File: config.mk
export PLATFORM = sky130hd
export DESIGN_NAME = serial_add_ctrl
export DESIGN_NICKNAME = d
export VERILOG_FILES = /design/src/rtl/serial_add_ctrl.sv
export SDC_FILE = /design/constraint.sdc
export NUM_CORES = 1
export LEC_CHECK = 0
export BUFFER_PORTS_ARGS = -buffer_cell sky130_fd_sc_hd__buf_4
export CAP_MARGIN = 10
export CELL_PAD_IN_SITES_DETAIL_PLACEMENT = 0
export CELL_PAD_IN_SITES_GLOBAL_PLACEMENT = 1
export CORE_ASPECT_RATIO = 0.9
export CORE_UTILIZATION = 43
export DETAILED_ROUTE_END_ITERATION = 12
export PLACE_DENSITY = 0.82
export RECOVER_POWER = 100
export SYNTH_ARGS = -nofsm -noshare
export SYNTH_HDL_FRONTEND = slang
export SYNTH_SLANG_ARGS = --single-unit
File: constraint.sdc
create_clock -name clk -period 1.6 [get_ports clk]
set_input_delay 0.32 -clock clk [delete_from_list [all_inputs] [get_ports clk]]
set_output_delay 0.32 -clock clk [all_outputs]
set_load 0.01 [all_outputs]
File: src/rtl/serial_add_ctrl.sv
// Purpose : bit-serial WIDTH-bit adder (LSB first, two half adders + OR per bit) under an IDLE/RUN/DONE FSM.
// Latency : start accepted at edge N -> sum/cout updated at edge N+WIDTH, done pulse in the cycle after edge N+WIDTH+1.
// Backpressure: none; start is only honoured in IDLE and ignored while busy or in DONE.
// Optional feature: define SERIAL_ADD_COUT_EN to expose the final carry on cout (otherwise cout is tied to 0).
module serial_add_ctrl #(
    parameter int WIDTH = 8
) (
    input  logic             clk,
    input  logic             rst,
    input  logic             start,
    input  logic [WIDTH-1:0] a,
    input  logic [WIDTH-1:0] b,
    output logic [WIDTH-1:0] sum,
    output logic             cout,
    output logic             busy,
    output logic             done
);

    localparam int CW = (WIDTH > 2) ? $clog2(WIDTH) : 1;

    typedef enum logic [1:0] {
        S_IDLE = 2'b00,
        S_RUN  = 2'b01,
        S_DONE = 2'b10
    } state_t;

    state_t           r_state;
    state_t           w_state_nxt;
    logic [WIDTH-1:0] r_op_a;
    logic [WIDTH-1:0] r_op_b;
    logic [WIDTH-1:0] r_acc;
    logic [WIDTH-1:0] r_sum;
    logic             r_carry;
    logic             r_done;
    logic [CW-1:0]    r_cnt;

    logic             w_ha1_s;
    logic             w_ha1_c;
    logic             w_ha2_s;
    logic             w_ha2_c;
    logic             w_carry_nxt;
    logic             w_last;
    logic [WIDTH-1:0] w_acc_nxt;

    // Per-bit full adder built from two half adders; carry is the OR of both half-adder carries.
    assign w_ha1_s     = r_op_a[0] ^ r_op_b[0];
    assign w_ha1_c     = r_op_a[0] & r_op_b[0];
    assign w_ha2_s     = w_ha1_s ^ r_carry;
    assign w_ha2_c     = w_ha1_s & r_carry;
    assign w_carry_nxt = w_ha1_c | w_ha2_c;

    // Sum bits enter at the MSB so that after WIDTH shifts bit 0 sits at the LSB.
    assign w_acc_nxt   = {w_ha2_s, r_acc[WIDTH-1:1]};
    assign w_last      = (r_cnt == CW'(WIDTH - 1));

    // State register.
    always_ff @(posedge clk or posedge rst) begin
        if (rst) begin
            r_state <= S_IDLE;
        end else begin
            r_state <= w_state_nxt;
        end
    end

    // Next-state logic; the unused encoding falls back to IDLE.
    always_comb begin
        w_state_nxt = r_state;
        case (r_state)
            S_IDLE:  if (start) w_state_nxt = S_RUN;
            S_RUN:   if (w_last) w_state_nxt = S_DONE;
            S_DONE:  w_state_nxt = S_IDLE;
            default: w_state_nxt = S_IDLE;
        endcase
    end

    // Datapath: load operands on accept, shift one bit per RUN cycle, publish the result on the last bit.
    always_ff @(posedge clk or posedge rst) begin
        if (rst) begin
            r_op_a  <= '0;
            r_op_b  <= '0;
            r_acc   <= '0;
            r_sum   <= '0;
            r_carry <= 1'b0;
            r_cnt   <= '0;
            r_done  <= 1'b0;
        end else begin
            // done is registered off DONE so it coincides with the first IDLE cycle after the run.
            r_done <= (r_state == S_DONE);
            case (r_state)
                S_IDLE: begin
                    if (start) begin
                        r_op_a  <= a;
                        r_op_b  <= b;
                        r_acc   <= '0;
                        r_carry <= 1'b0;
                        r_cnt   <= '0;
                    end
                end
                S_RUN: begin
                    r_op_a  <= r_op_a >> 1;
                    r_op_b  <= r_op_b >> 1;
                    r_acc   <= w_acc_nxt;
                    r_carry <= w_carry_nxt;
                    r_cnt   <= w_last ? '0 : r_cnt + 1'b1;
                    // The visible sum only changes here, so the previous result holds during a run.
                    if (w_last) begin
                        r_sum <= w_acc_nxt;
                    end
                end
                default: begin
                end
            endcase
        end
    end

`ifdef SERIAL_ADD_COUT_EN
    logic r_cout;

    // Latch the carry out of the MSB on entry to DONE and hold it until the next result.
    always_ff @(posedge clk or posedge rst) begin
        if (rst) begin
            r_cout <= 1'b0;
        end else if (r_state == S_RUN && w_last) begin
            r_cout <= w_carry_nxt;
        end
    end

    assign cout = r_cout;
`else
    assign cout = 1'b0;
`endif

    assign sum  = r_sum;
    assign busy = (r_state == S_RUN);
    assign done = r_done;

endmodule

=== Yosys cells after proc, flatten, opt, wreduce, memory -nomap -nowiden ===
Cells that the tools add are included.

* Bits of input ports: 19
* Word-level logic and storage cells: 38
* Output and inout bits: 11
* Register bits after elaboration: 39

* Muxes and demuxes: 14
* Bitwise operators: 5
* Reductions and logical operators: 5
* Add/sub/neg operators: 1
* Eq/ne operators: 5

{| class="wikitable"
|+ Operator list
! cell !! count
|-
| $pmux W8 S2 || 3
|-
| $mux W8 || 3
|-
| $mux W3 || 2
|-
| $pmux W3 S2 || 1
|-
| $reduce_and A2 Y1 || 3
|-
| $mux W2 || 2
|-
| $pmux W2 S2 || 1
|-
| $add A3 B1 Y3 const B || 1
|-
| $eq A3 B3 Y1 const B || 1
|-
| $and A1 B1 Y1 || 2
|-
| $eq A2 B1 Y1 const B || 1
|-
| $eq A2 B2 Y1 const B || 1
|-
| $logic_not A2 Y1 || 1
|-
| $ne A2 B1 Y1 const B || 1
|-
| $ne A2 B2 Y1 const B || 1
|-
| $pmux W1 S2 || 1
|-
| $reduce_bool A2 Y1 || 1
|-
| $xor A1 B1 Y1 || 2
|-
| $mux W1 || 1
|-
| $or A1 B1 Y1 || 1
|}

=== Logic depth before layout (Yosys ltp) ===
* Depth in word-level cells: 4
* Depth in mapped cells: 5
* Mapped depth without buffers: 4

=== Least setup slack after synthesis ===
OpenSTA, ideal clock, no wires.

* Path type: register to register
* Start: reg r_cnt[0]
* End: reg r_sum[0] (netlist: sum[0])
* Library setup time: 0.125 ns
* Stages on the path, launching flop included: 5
* Setup slack: 0.184 ns
* Data required time: 1.475 ns
* Data arrival time: 1.292 ns
* Path buffers: 0
* Clock period less this slack: 1.416 ns
* Cells stage by stage: dfrtp_1 ha_1 ha_1 nand3b_2 mux2_2

* Longest elaborated chain between the ends: 2

{| class="wikitable"
|+ Ends and longest elaborated chain
! item !! line !! RTL
|-
| start, declared || 35 || <nowiki>logic [CW-1:0] r_cnt;</nowiki>
|-
| start signal, assigned || 104 || <nowiki>r_cnt <= w_last ? '0 : r_cnt + 1'b1;</nowiki>
|-
| $eq A3 B3 Y1 || 54 || <nowiki>assign w_last = (r_cnt == CW'(WIDTH - 1));</nowiki>
|-
| $reduce_and A2 Y1 (no line) || -- ||
|-
| end signal, assigned || 107 || <nowiki>r_sum <= w_acc_nxt;</nowiki>
|-
| end, declared || 32 || <nowiki>logic [WIDTH-1:0] r_sum;</nowiki>
|}

Every way passes these cells.
A chain may end at the register's enable or synchronous reset.

=== Final worst setup path ===
* Start: reg r_state[1]
* End: out busy

* Longest elaborated chain between the ends: 1

{| class="wikitable"
|+ Ends and longest elaborated chain
! item !! line !! RTL
|-
| start, declared || 27 || <nowiki>state_t r_state;</nowiki>
|-
| start signal, assigned || 61 || <nowiki>r_state <= w_state_nxt;</nowiki>
|-
| $eq A2 B1 Y1 || 134 || <nowiki>assign busy = (r_state == S_RUN);</nowiki>
|-
| end, declared || 15 || <nowiki>output logic busy,</nowiki>
|}

Every way passes these cells.

==> results.sh <==
export IMPL_grt_pass1_wl_mm=5.23
export IMPL_nNetsFinal=197
export IMPL_vdd_ir_drop_worst_uv=614
export IMPL_tns_ps=0
export IMPL_cts_tree="yes"
export IMPL_period_needed_ps=1490
export IMPL_status="completed"
export IMPL_route_detailed_drc=0
export IMPL_drt_iter0_drc=78
export IMPL_relSlewSlack_pct=39.2
export IMPL_cts_num_sinks=38
export IMPL_yosysWarnings=0
export IMPL_clk_latency_ps=280
export IMPL_ys_flop_type="dfrtp_1"
export IMPL_leakage_nw=0.961
export IMPL_worstMarginPinSlew_ps=912
export IMPL_synthTopCellsByArea="dfrtp_1, a221oi_1, nor4b_1"
export IMPL_syn_avg_cell_area_sq_um=11.9
export IMPL_setup_viol=0
export IMPL_drv_cap=0
export IMPL_yosysMostFrequentCell="dfrtp_1"
export IMPL_r2r_start="r_cnt[0]"
export IMPL_synth_seq_cells=38
export IMPL_root_buffer="clkbuf_8"
export IMPL_numCtsBuffers=5
export IMPL_drive_gt1_share_pct=24.1
export IMPL_yosys_area_top_type_share_pct=55.7
export IMPL_num_antenna_cells=0
export IMPL_drv_slew=0
export IMPL_first_pass_iters=4
export IMPL_critPathCaptureType="primary output"
export IMPL_place_gp_congestion=0.718
export IMPL_total_power_mw=3.64
export IMPL_synth_seq_area_share_pct=55.7
export IMPL_ant_nets=0
export IMPL_dpl_hpwl_mm=2.20
export IMPL_grt_max_degree=39
export IMPL_min_from="a[7]"
export IMPL_path_class="reg -> out"
export IMPL_synth_edf_count=0
export IMPL_grt_ovfl_total=0
export IMPL_cp_data_required_time_ps=1280
export IMPL_viasPerCell=5.45
export IMPL_core_sq_um=3760
export IMPL_crit_path_start="r_state[1]"
export IMPL_path_clk_slew_ps=60
export IMPL_synth_nets=166
export IMPL_max_freq_ghz=0.669
export IMPL_die_w_um=68.4
export IMPL_io_pins=30
export IMPL_htree_levels=2
export IMPL_wl_per_cell_um=14.3
export IMPL_rsz0062_at_grt="false"
export IMPL_die_h_um=61.8
export IMPL_fin_util_pct=53.3
export IMPL_n_fill_cell=328
export IMPL_synthCells=144
export IMPL_fin_skew_ps=4.97
export IMPL_grt_use_total_pct=17.1
export IMPL_critPathArrivalTime_ps=1170
export IMPL_synth_area_sq_um=1710
export IMPL_io_buffers=28
export IMPL_min_path_type="in -> reg"
export IMPL_grt_pass1_vias=1144
export IMPL_async_reset_ff_share_pct=100
export IMPL_p_per_area_nw_per_um2=1810
export IMPL_ys_types=23
export IMPL_antenna_found_initial=0
export IMPL_yosysTopAreaCell="dfrtp_1"
export IMPL_finalHoldViolCount=0
export IMPL_area_growth_pct=17.4
export IMPL_fp_dieArea_sq_um=4230
export IMPL_synthTopCellsByCount="dfrtp_1, inv_1, a221oi_1, nor2_1, nor4b_1"
export IMPL_clk_path_buf_depth=2
export IMPL_crit_path_start_kind="flop"
export IMPL_routed_wl_mm=3.15
export IMPL_vias=1198
export IMPL_start_util_pct=45.5
export IMPL_num_rows=21
export IMPL_post_route_period_util_pct=93.4
export IMPL_r2r_setup_slack_ps=130
export IMPL_crit_path_max_fanout=6
==> worst max-delay path, stage by stage (launching register included) <==
cell	delay (ps)
dfrtp_1	400
nand2b_1	190
inv_2	140
clkbuf_1	170
==> through the flow <==
stage | area [sq um] | hold slack, ps | worst slack (ps) | cells
floorplan | 1710 | 453 | 184 | 144
global placement | 1970 | 461 | 118 | 214
detailed placement | 1970 | 477 | 49.5 | 214
CTS | 2050 | 159 | 18.5 | 220
global route | 2000 | 266 | 24.3 | 220
finish | 2000 | 269 | 106 | 220
==> report_power, final <==
part	leakage [nW]	internal (mW)	switching (mW)	total (mW)
clock	0.0431	0.332	0.300	0.632
combinational	0.456	0.645	0.707	1.35
sequential	0.463	1.40	0.254	1.65
==> path summary, 6_finish.rpt <==
check	to	cells after the start
worst min register to register	r_carry	1
worst min-delay path	r_op_a[7]	2
min in group asynchronous	sum[0]	3
worst max register to register	sum[4]	4
worst max-delay path	busy	3
max in group asynchronous	r_state[0]	3
==> state kept, by name, indices dropped and copies added (netlist names) <==
name,flops
sum,8
r_carry,1
done,1
r_op_a,8
r_state,2
r_op_b,8
r_acc,7
r_cnt,3
==> metal layers <==
| layer | wire length, um | GRT usage [%] | up-vias |
|---|---|---|---|
| met5 | 0 | 0 | - |
| met4 | 8 | 6.25 | 0 |
| met3 | 142 | 4.93 | 2 |
| met2 | 1480 | 27.6 | 34 |
| met1 | 1530 | 21.9 | 587 |
| li1 | - | - | 575 |
==> timing repair <==
item	4_1_cts	5_1_grt
setup buffers	0	0
setup endpoints to repair	1	6
pin swaps	0	0
cloned	0	0
hold buffers	0	0
gates resized for setup	1	2
==> layout make-up <==
type | instances | area [sq um] | share of cell area, %
inverters | 19 | 71.3 | 3.56
flip-flops and latches | 38 | 952 | 47.5
repair buffers | 36 | 225 | 11.2
well taps | 46 | 57.6 | 2.87
multi-input cells | 75 | 616 | 30.7
clock buffers | 6 | 82.6 | 4.12
==> cell families after synthesis <==
logic type / synth area share, %
compound gates: 15.2
fa+ha+maj: 2.64
buf+inv: 8.13
flops: 55.7
mux: 5.20
other cells: 0.220
simple gates: 12.9
==> placed cells by master (no fill, tap or decap), types with 2 or more instances in the layout <==
| cell | synthesis | layout |
|---|---|---|
| dfrtp_1 | 38 | 37 |
| buf_4 | 2 | 22 |
| inv_1 | 19 | 18 |
| nor2_1 | 14 | 14 |
| nor4b_1 | 14 | 14 |
| a221oi_1 | 14 | 14 |
| a22o_1 | 11 | 11 |
| clkbuf_1 | 3 | 10 |
| mux2_2 | 7 | 7 |
| clkbuf_8 | 0 | 6 |
| clkbuf_2 | 0 | 3 |
| nand2b_1 | 2 | 2 |
| o2bb2ai_1 | 2 | 2 |
| ha_1 | 2 | 2 |
Note: power is estimated with default switching activity, not from simulation.
